File: src/rtl/hamming_tmr_writer.sv
// Write side of the triplicated Hamming(7,4) store: encode, write three replicas,
// read them back and rewrite corrupted copies up to MAX_RETRY times.
module hamming_tmr_writer #(
  parameter int MAX_RETRY = 2,
  parameter int CNT_W     = 2
) (
  input  logic             clk,
  input  logic             rst_n,
  input  logic             in_valid,
  output logic             in_ready,
  input  logic [3:0]       in_data,
  input  logic             inj_en,
  input  logic             inj_stuck,
  input  logic [1:0]       inj_replica,
  input  logic [6:0]       inj_mask,
  output logic [6:0]       rep_1,
  output logic [6:0]       rep_2,
  output logic [6:0]       rep_3,
  output logic             done,
  output logic [1:0]       status,
  output logic [2:0]       err_replica,
  output logic [CNT_W-1:0] retry_cnt
);

  typedef enum logic [2:0] {
    S_IDLE,
    S_WRITE,
    S_CHECK,
    S_REWRITE,
    S_DONE
  } state_t;

  localparam logic [1:0]       ST_OK   = 2'b00;
  localparam logic [1:0]       ST_CORR = 2'b01;
  localparam logic [1:0]       ST_FAIL = 2'b10;
  localparam logic [CNT_W-1:0] L_MAX   = CNT_W'(MAX_RETRY);

  // Codeword bit i holds Hamming position i+1; parity sits at positions 1, 2 and 4.
  function automatic logic [6:0] f_encode(input logic [3:0] d);
    return {d[3], d[2], d[1], d[1] ^ d[2] ^ d[3],
            d[0], d[0] ^ d[2] ^ d[3], d[0] ^ d[1] ^ d[3]};
  endfunction

  state_t           r_state;
  logic [6:0]       r_cw;
  logic             r_inj_en;
  logic             r_inj_stuck;
  logic [1:0]       r_inj_replica;
  logic [6:0]       r_inj_mask;
  logic [6:0]       r_rep [3];
  logic [2:0]       r_mm;
  logic [2:0]       r_err_acc;
  logic [CNT_W-1:0] r_retry;
  logic             r_in_ready;
  logic             r_done;
  logic [1:0]       r_status;
  logic [2:0]       r_err_replica;
  logic [CNT_W-1:0] r_retry_cnt;

  logic [2:0]       w_mm;
  logic [2:0]       w_tgt;

  // NOTE: every variable written here gets a default first so no latch is inferred.
  always_comb begin
    w_mm  = '0;
    w_tgt = '0;
    for (int k = 0; k < 3; k++) begin
      w_mm[k]  = (r_rep[k] != r_cw);
      w_tgt[k] = (r_inj_replica == 2'(k + 1));
    end
  end

  // NOTE: state uses non-blocking assignments so every register samples pre-edge values.
  always_ff @(posedge clk or negedge rst_n) begin
    if (!rst_n) begin
      r_state       <= S_IDLE;
      r_cw          <= '0;
      r_inj_en      <= 1'b0;
      r_inj_stuck   <= 1'b0;
      r_inj_replica <= '0;
      r_inj_mask    <= '0;
      // NOTE: the replica array is reset because it is visible state, not scratch storage.
      for (int k = 0; k < 3; k++) r_rep[k] <= '0;
      r_mm          <= '0;
      r_err_acc     <= '0;
      r_retry       <= '0;
      r_in_ready    <= 1'b0;
      r_done        <= 1'b0;
      r_status      <= ST_OK;
      r_err_replica <= '0;
      r_retry_cnt   <= '0;
    end else begin
      r_done <= 1'b0;
      case (r_state)
        S_IDLE: begin
          r_in_ready <= 1'b1;
          if (in_valid && r_in_ready) begin
            r_cw          <= f_encode(in_data);
            r_inj_en      <= inj_en;
            r_inj_stuck   <= inj_stuck;
            r_inj_replica <= inj_replica;
            r_inj_mask    <= inj_mask;
            r_in_ready    <= 1'b0;
            r_state       <= S_WRITE;
          end
        end
        S_WRITE: begin
          for (int k = 0; k < 3; k++)
            r_rep[k] <= r_cw ^ ((r_inj_en && w_tgt[k]) ? r_inj_mask : 7'd0);
          r_err_acc <= '0;
          r_retry   <= '0;
          r_state   <= S_CHECK;
        end
        S_CHECK: begin
          r_mm      <= w_mm;
          r_err_acc <= r_err_acc | w_mm;
          if (w_mm == 3'b000 || r_retry == L_MAX) begin
            r_state       <= S_DONE;
            r_done        <= 1'b1;
            r_err_replica <= r_err_acc | w_mm;
            r_retry_cnt   <= r_retry;
            if (w_mm != 3'b000)      r_status <= ST_FAIL;
            else if (r_retry == '0)  r_status <= ST_OK;
            else                     r_status <= ST_CORR;
          end else begin
            r_state <= S_REWRITE;
          end
        end
        S_REWRITE: begin
          // A stuck fault corrupts its replica again on every rewrite.
          for (int k = 0; k < 3; k++)
            if (r_mm[k])
              r_rep[k] <= r_cw ^ ((r_inj_stuck && w_tgt[k]) ? r_inj_mask : 7'd0);
          r_retry <= r_retry + CNT_W'(1);
          r_state <= S_CHECK;
        end
        S_DONE: begin
          r_in_ready <= 1'b1;
          r_state    <= S_IDLE;
        end
        default: r_state <= S_IDLE;
      endcase
    end
  end

  assign in_ready    = r_in_ready;
  assign rep_1       = r_rep[0];
  assign rep_2       = r_rep[1];
  assign rep_3       = r_rep[2];
  assign done        = r_done;
  assign status      = r_status;
  assign err_replica = r_err_replica;
  assign retry_cnt   = r_retry_cnt;

endmodule

File: config.mk
export PLATFORM = sky130hd
export DESIGN_NAME = hamming_tmr_writer
export DESIGN_NICKNAME = d
export VERILOG_FILES = /design/src/rtl/hamming_tmr_writer.sv
export SDC_FILE = /design/constraint.sdc
export NUM_CORES = 1
export LEC_CHECK = 0
export CAP_MARGIN = 0
export CORE_AREA = 2 2 95 79
export CTS_BUF_LIST = sky130_fd_sc_hd__clkbuf_2
export DETAILED_ROUTE_END_ITERATION = 7
export DIE_AREA = 0 0 97 81
export GPL_TIMING_DRIVEN = 0
export HOLD_SLACK_MARGIN = 0.12
export PLACE_DENSITY_LB_ADDON = 0.05
export SYNTH_ARGS = -nofsm -noshare
export SYNTH_HDL_FRONTEND = slang
export SYNTH_SLANG_ARGS = --single-unit
File: constraint.sdc
create_clock -name clk -period 2.77 [get_ports clk]
set_input_delay 0.6925 -clock clk [delete_from_list [all_inputs] [get_ports clk]]
set_output_delay 0.6925 -clock clk [all_outputs]
set_load 0.02 [all_outputs]
## Word level (Yosys, flattened, before mapping)

Cells that the tools add are included.

- Add/sub/neg operators: 1
- Multiply operators: 0
- Div/mod/pow operators: 0
- $lt $le $gt $ge: 0
- Equality and inequality tests: 15
- Shifts and indexed selects: 0
- Mux-type cells: 21
- Bitwise gates (word level): 13
- Reductions and logical operators: 21

Operator list:

| kind | number |
|---|---|
| 7-bit 2-to-1 mux | 9 |
| 21-bit one-hot mux with 2 select lines | 1 |
| 7-bit bitwise XOR | 6 |
| 7-bit != test | 3 |
| 2-bit AND reduction | 5 |
| 3-bit one-hot mux with 3 select lines | 1 |
| 2-bit != test, second input constant | 4 |
| 1-bit logical AND | 7 |
| 2-bit equality test, second input constant | 3 |
| 3-bit by 2-bit equality test with 1-bit output, second input constant | 2 |
| 3-bit logical NOT | 2 |
| 3-bit 2-to-1 mux | 2 |
| 3-bit one-hot mux with 2 select lines | 1 |
| 2-bit nonzero test | 3 |
| 1-bit bitwise XOR | 6 |
| 1-bit 2-to-1 mux | 4 |
| 2-bit one-hot mux with 2 select lines | 1 |
| 3-bit by 1-bit equality test with 1-bit output, second input constant | 1 |
| 3-bit equality test, second input constant | 1 |
| 3-bit OR | 1 |
| 3-bit nonzero test | 1 |
| 2-bit by 1-bit adder with 2-bit output, second input constant | 1 |
| 2-bit by 1-bit equality test with 1-bit output, second input constant | 1 |
| 2-bit logical NOT | 1 |
| other kinds (4) | 4 |

- Register bits: 59
- Bits in latches: 0
- Bits in writable memories: 0
- Bits in read-only memories: 0
- Input port bits: 18
- Output and inout bits: 30
- Word-level logic and storage cells: 88
- Memories kept: 0

## Depth between registers and ports, before layout

- Word-level depth: 6
- Mapped depth: 7

## Worst setup path after synthesis

No wires, ideal clock.

- Kind: register to register
- Start: reg r_cw[6]
- End: reg r_err_replica[1], in the netlist err_replica[1]
- Setup time: 135 ps
- Arrival: 1745 ps
- Required time: 2635 ps
- Path slack: 891 ps
- Stages on the path, launching flop included: 7
- Period minus slack after synthesis: 1879 ps
- Path through: dfrtp_1 buf_2 xor2_1 nor4_2 nand4_2 or4_1 nor4bb_1

- Longest elaborated chain between the ends: 4
- Elaborated cells on any way between the ends: 7
- Classes of those cells: eq/ne (3); bitwise (1); reduce/logical (3)

Ends and longest elaborated chain:

| element | line | text |
|---|---|---|
| from (decl) | 45 | `logic [6:0] r_cw;` |
| from (signal assigned) | 98 | `r_cw <= f_encode(in_data);` |
| 7-bit != test | 68 | `w_mm[k] = (r_rep[k] != r_cw);` |
| 3-bit logical NOT | 117 | `if (w_mm == 3'b000 \|\| r_retry == L_MAX) begin` |
| 1-bit logical OR | 117 |  |
| 2-bit AND reduction (no line) | n/a |  |
| to (signal assigned) | 120 | `r_err_replica <= r_err_acc \| w_mm;` |
| to (decl) | 57 | `logic [2:0] r_err_replica;` |

Several ways; a longest one is shown, not always the timed one.
A chain may end at the register's enable or synchronous reset.

## Worst setup path in the final report

- Start: reg r_rep, in the netlist rep_2[6]
- End: out rep_2[6]

RTL lines:

| element | line | text |
|---|---|---|
| from (decl) | 50 | `logic [6:0] r_rep [3];` |
| from (signal, indexed assignment) | 109 | `r_rep[k] <= r_cw ^ ((r_inj_en && w_tgt[k]) ? r_inj_mask : 7'd0);` |
| from (signal, indexed assignment) | 133 | `r_rep[k] <= r_cw ^ ((r_inj_stuck && w_tgt[k]) ? r_inj_mask : 7'd0);` |
| to (decl) | 17 | `output logic [6:0] rep_2,` |

No word-level cell between the ends.

==> results.toml <==
[timing]
slew_headroom = 0.644
setup_viol = 0
rsz0062_at_grt = "no"
fmax_mhz = 445
fin_worst_skew_ns = 0.0293
min_period_ns = 2.25
slew_violations = 0
hold_viol_final = 0
tightest_slew_ns = 0.534
fin_crit_sh = 0.811

[layout]
antenna_cells = 0
final_common_cell = "nand2_1"
drive_gt1_frac = 0.0734
area_growth_pct = 22.1
post-route-util = 0.527
fin_nets = 411
postLayoutCellArea_um2 = 3710
most-common-layout-cells = "nand2_1, dfrtp_1, clkdlybuf4s50_1, xor2_1, nor2_1"

[setup_path]
path_depth = 1
critPathMaxFanout = 3
cp.required_ns = 2.08
crit_chain = "clkdlybuf4s50_1"
rr_worst_depth = 6
crit_type = "register to output pin"
critPathMaxStageDelay_ns = 0.63
worstSetupStartpointType = "register"
arrival_ns = 1.56
slowest_stage = "clkdlybuf4s50_1"
cp_top_family = "buffers and inverters"
crit_buf_inv = 1
critPathCaptureType = "output pin"

[synth]
syn_nets = 352
synth_warnings = 0
ys.flop_type = "dfrtp_1"
synth.distinct_cells = 34
ys_seq_area_frac = 0.486
async_flop_share = 1.00
yosysTopAreaCell = "dfrtp_1"
synth_top_cell_area_share = 0.486
synth_area_um2 = 3040
ys_ff_latch = 59
synth_cells = 332
synth_area_leaders = "dfrtp_1, xor2_1, nand2_1"
syn_avg_cell_area_um2 = 9.15
synth-edff-count = 0

[power_and_ir_drop]
p_leak_nw = 1.59
p_switching_mw = 2.06
switching_share = 0.469
ir_worst_vdd_uv = 488
pwr-share-seq = 0.357
p_int_mw = 2.33
clkPwrFrac = 0.097
p_per_area_nw_per_um2 = 1180
combPwrFrac = 0.547

[detailed_routing]
drt-total-wl_um = 7270
wl_per_cell_um = 15.0
vias = 2496
wl_met1_um = 3760
drt_iter0_markers = 145
top_layer_used = "met4"
dr.pass1.iters = 4
wl_met2_um = 3140
viasPerCell = 5.15
dr_wl_met3_um = 312
drcViolationCount = 0
final_antenna_net_count = 0

[clock_tree]
cts-root-buf = "clkbuf_2"
cts_inserted_buffers = 9
cts_hold_buf = 0
cts.sinks = 59
clkLatencyLatePin_ns = 0.49
cts_tree = "yes"
clock_path_buffers = 2
clk_pin_slew_ns = 0.18
postCtsSetupBuffers = 0
cts_resized = 0
h-tree-depth = 3

[floorplanning]
fp.coreArea_um2 = 7040
num_rows = 28
die_height_um = 81
fp.dieArea_um2 = 7860
die_x_um = 97
initial_core_util = 0.432
ioPinCount = 48

[global_route]
first_global_vias = 2231
antenna_found_initial = 0
grt-ovfl-total = 0
grt_first_pass_wirelength_um = 11600
grtUsageTotal = 0.194
grt_max_degree = 38

[placement]
gp_congestion = 0.838
portBuffers = 47
dpl-instance-area_um2 = 3640
dpl.hpwl_um = 5320

[run]
maxCapViolCount = 0

[run_status]
outcome = "finished clean"

[min_path]
worstHoldPathType = "primary input to asynchronous set/reset pin"
## final timing paths
path                             start      endpoint  slack (ns)
setup / recovery              rep_2[6]      rep_2[6]        0.52
hold / removal                   rst_n  r_err_acc[2]        0.15
setup reg to reg               r_cw[6]    r_state[1]        0.55
hold reg to reg            r_inj_stuck   r_inj_stuck        0.49
max in group asynchronous        rst_n      rep_2[1]        2.02
min in group clk           r_inj_stuck   r_inj_stuck        0.49
## metal layers
metal	up-vias	global-route usage
met3	6	0.0594
met5	-	0
met1	1207	0.283
li1	1230	-
met4	0	0.0465
met2	53	0.283
## through the flow
step                      hold slack [ns]  TNS (ns)  setup slack (ns)  power (mW)  instances
after CTS                           0.133         0             0.488        4.42        485
after global routing                0.133         0             0.409        4.74        485
final                               0.146         0             0.522        4.39        485
after detailed placement            0.461         0             0.427        3.99        470
after floorplan                     0.397         0             0.891        3.11        332
after global placement              0.459    -55.17            -0.940        3.94        469
## area by class of cell
| type | count | area (um^2) |
|---|---|---|
| inverters | 6 | 22.5 |
| clock inverters | 4 | 18.8 |
| plain buffers | 23 | 96.3 |
| repair buffers | 48 | 485 |
| well taps | 90 | 113 |
| fillers | 691 | 3330 |
| clock buffers | 11 | 55.1 |
| multi-input cells | 244 | 1440 |
| flip-flops and latches | 59 | 1480 |
## synthesized netlist by cell type, drive strengths merged, types with 6 or more instances
library cell	number
a21oi	26
nand4	9
nor2	30
buf	8
clkbuf	15
nand3	12
nand2	61
dfrtp	59
inv	6
xnor2	9
o21ai	11
xor2	38
## registers in the layout, indices dropped and copies added, names as in the netlist
signal and cells:
r_cw 7, r_inj_mask 7, rep_1 7, rep_2 7, rep_3 7, err_replica 3, r_err_acc 3, r_mm 3
r_state 3, r_inj_replica 2, r_retry 2, retry_cnt 2, status 2, done 1, in_ready 1, r_inj_en 1
r_inj_stuck 1
## cells by family after synthesis
group / after synthesis / synth area share
and+or+nand+nor: 141 / 0.220
DFF: 59 / 0.486
AOI/OAI and AO/OA: 50 / 0.0980
xor gates and xnor gates: 47 / 0.135
buffers and inverters: 29 / 0.0391
muxes: 4 / 0.0136
adders and majority gates: 2 / 0.00823
## power groups by stage
stage | clock network [mW] | registers, mW | logic [mW]
5_1_grt | 0.470 | 1.62 | 2.65
2_1_floorplan | 0 | 1.73 | 1.38
4_1_cts | 0.440 | 1.57 | 2.41
6_report | 0.424 | 1.57 | 2.40
3_3_place_gp | 0 | 1.58 | 2.36
3_5_place_dp | 0 | 1.59 | 2.40
(Power assumes the default switching activity.)
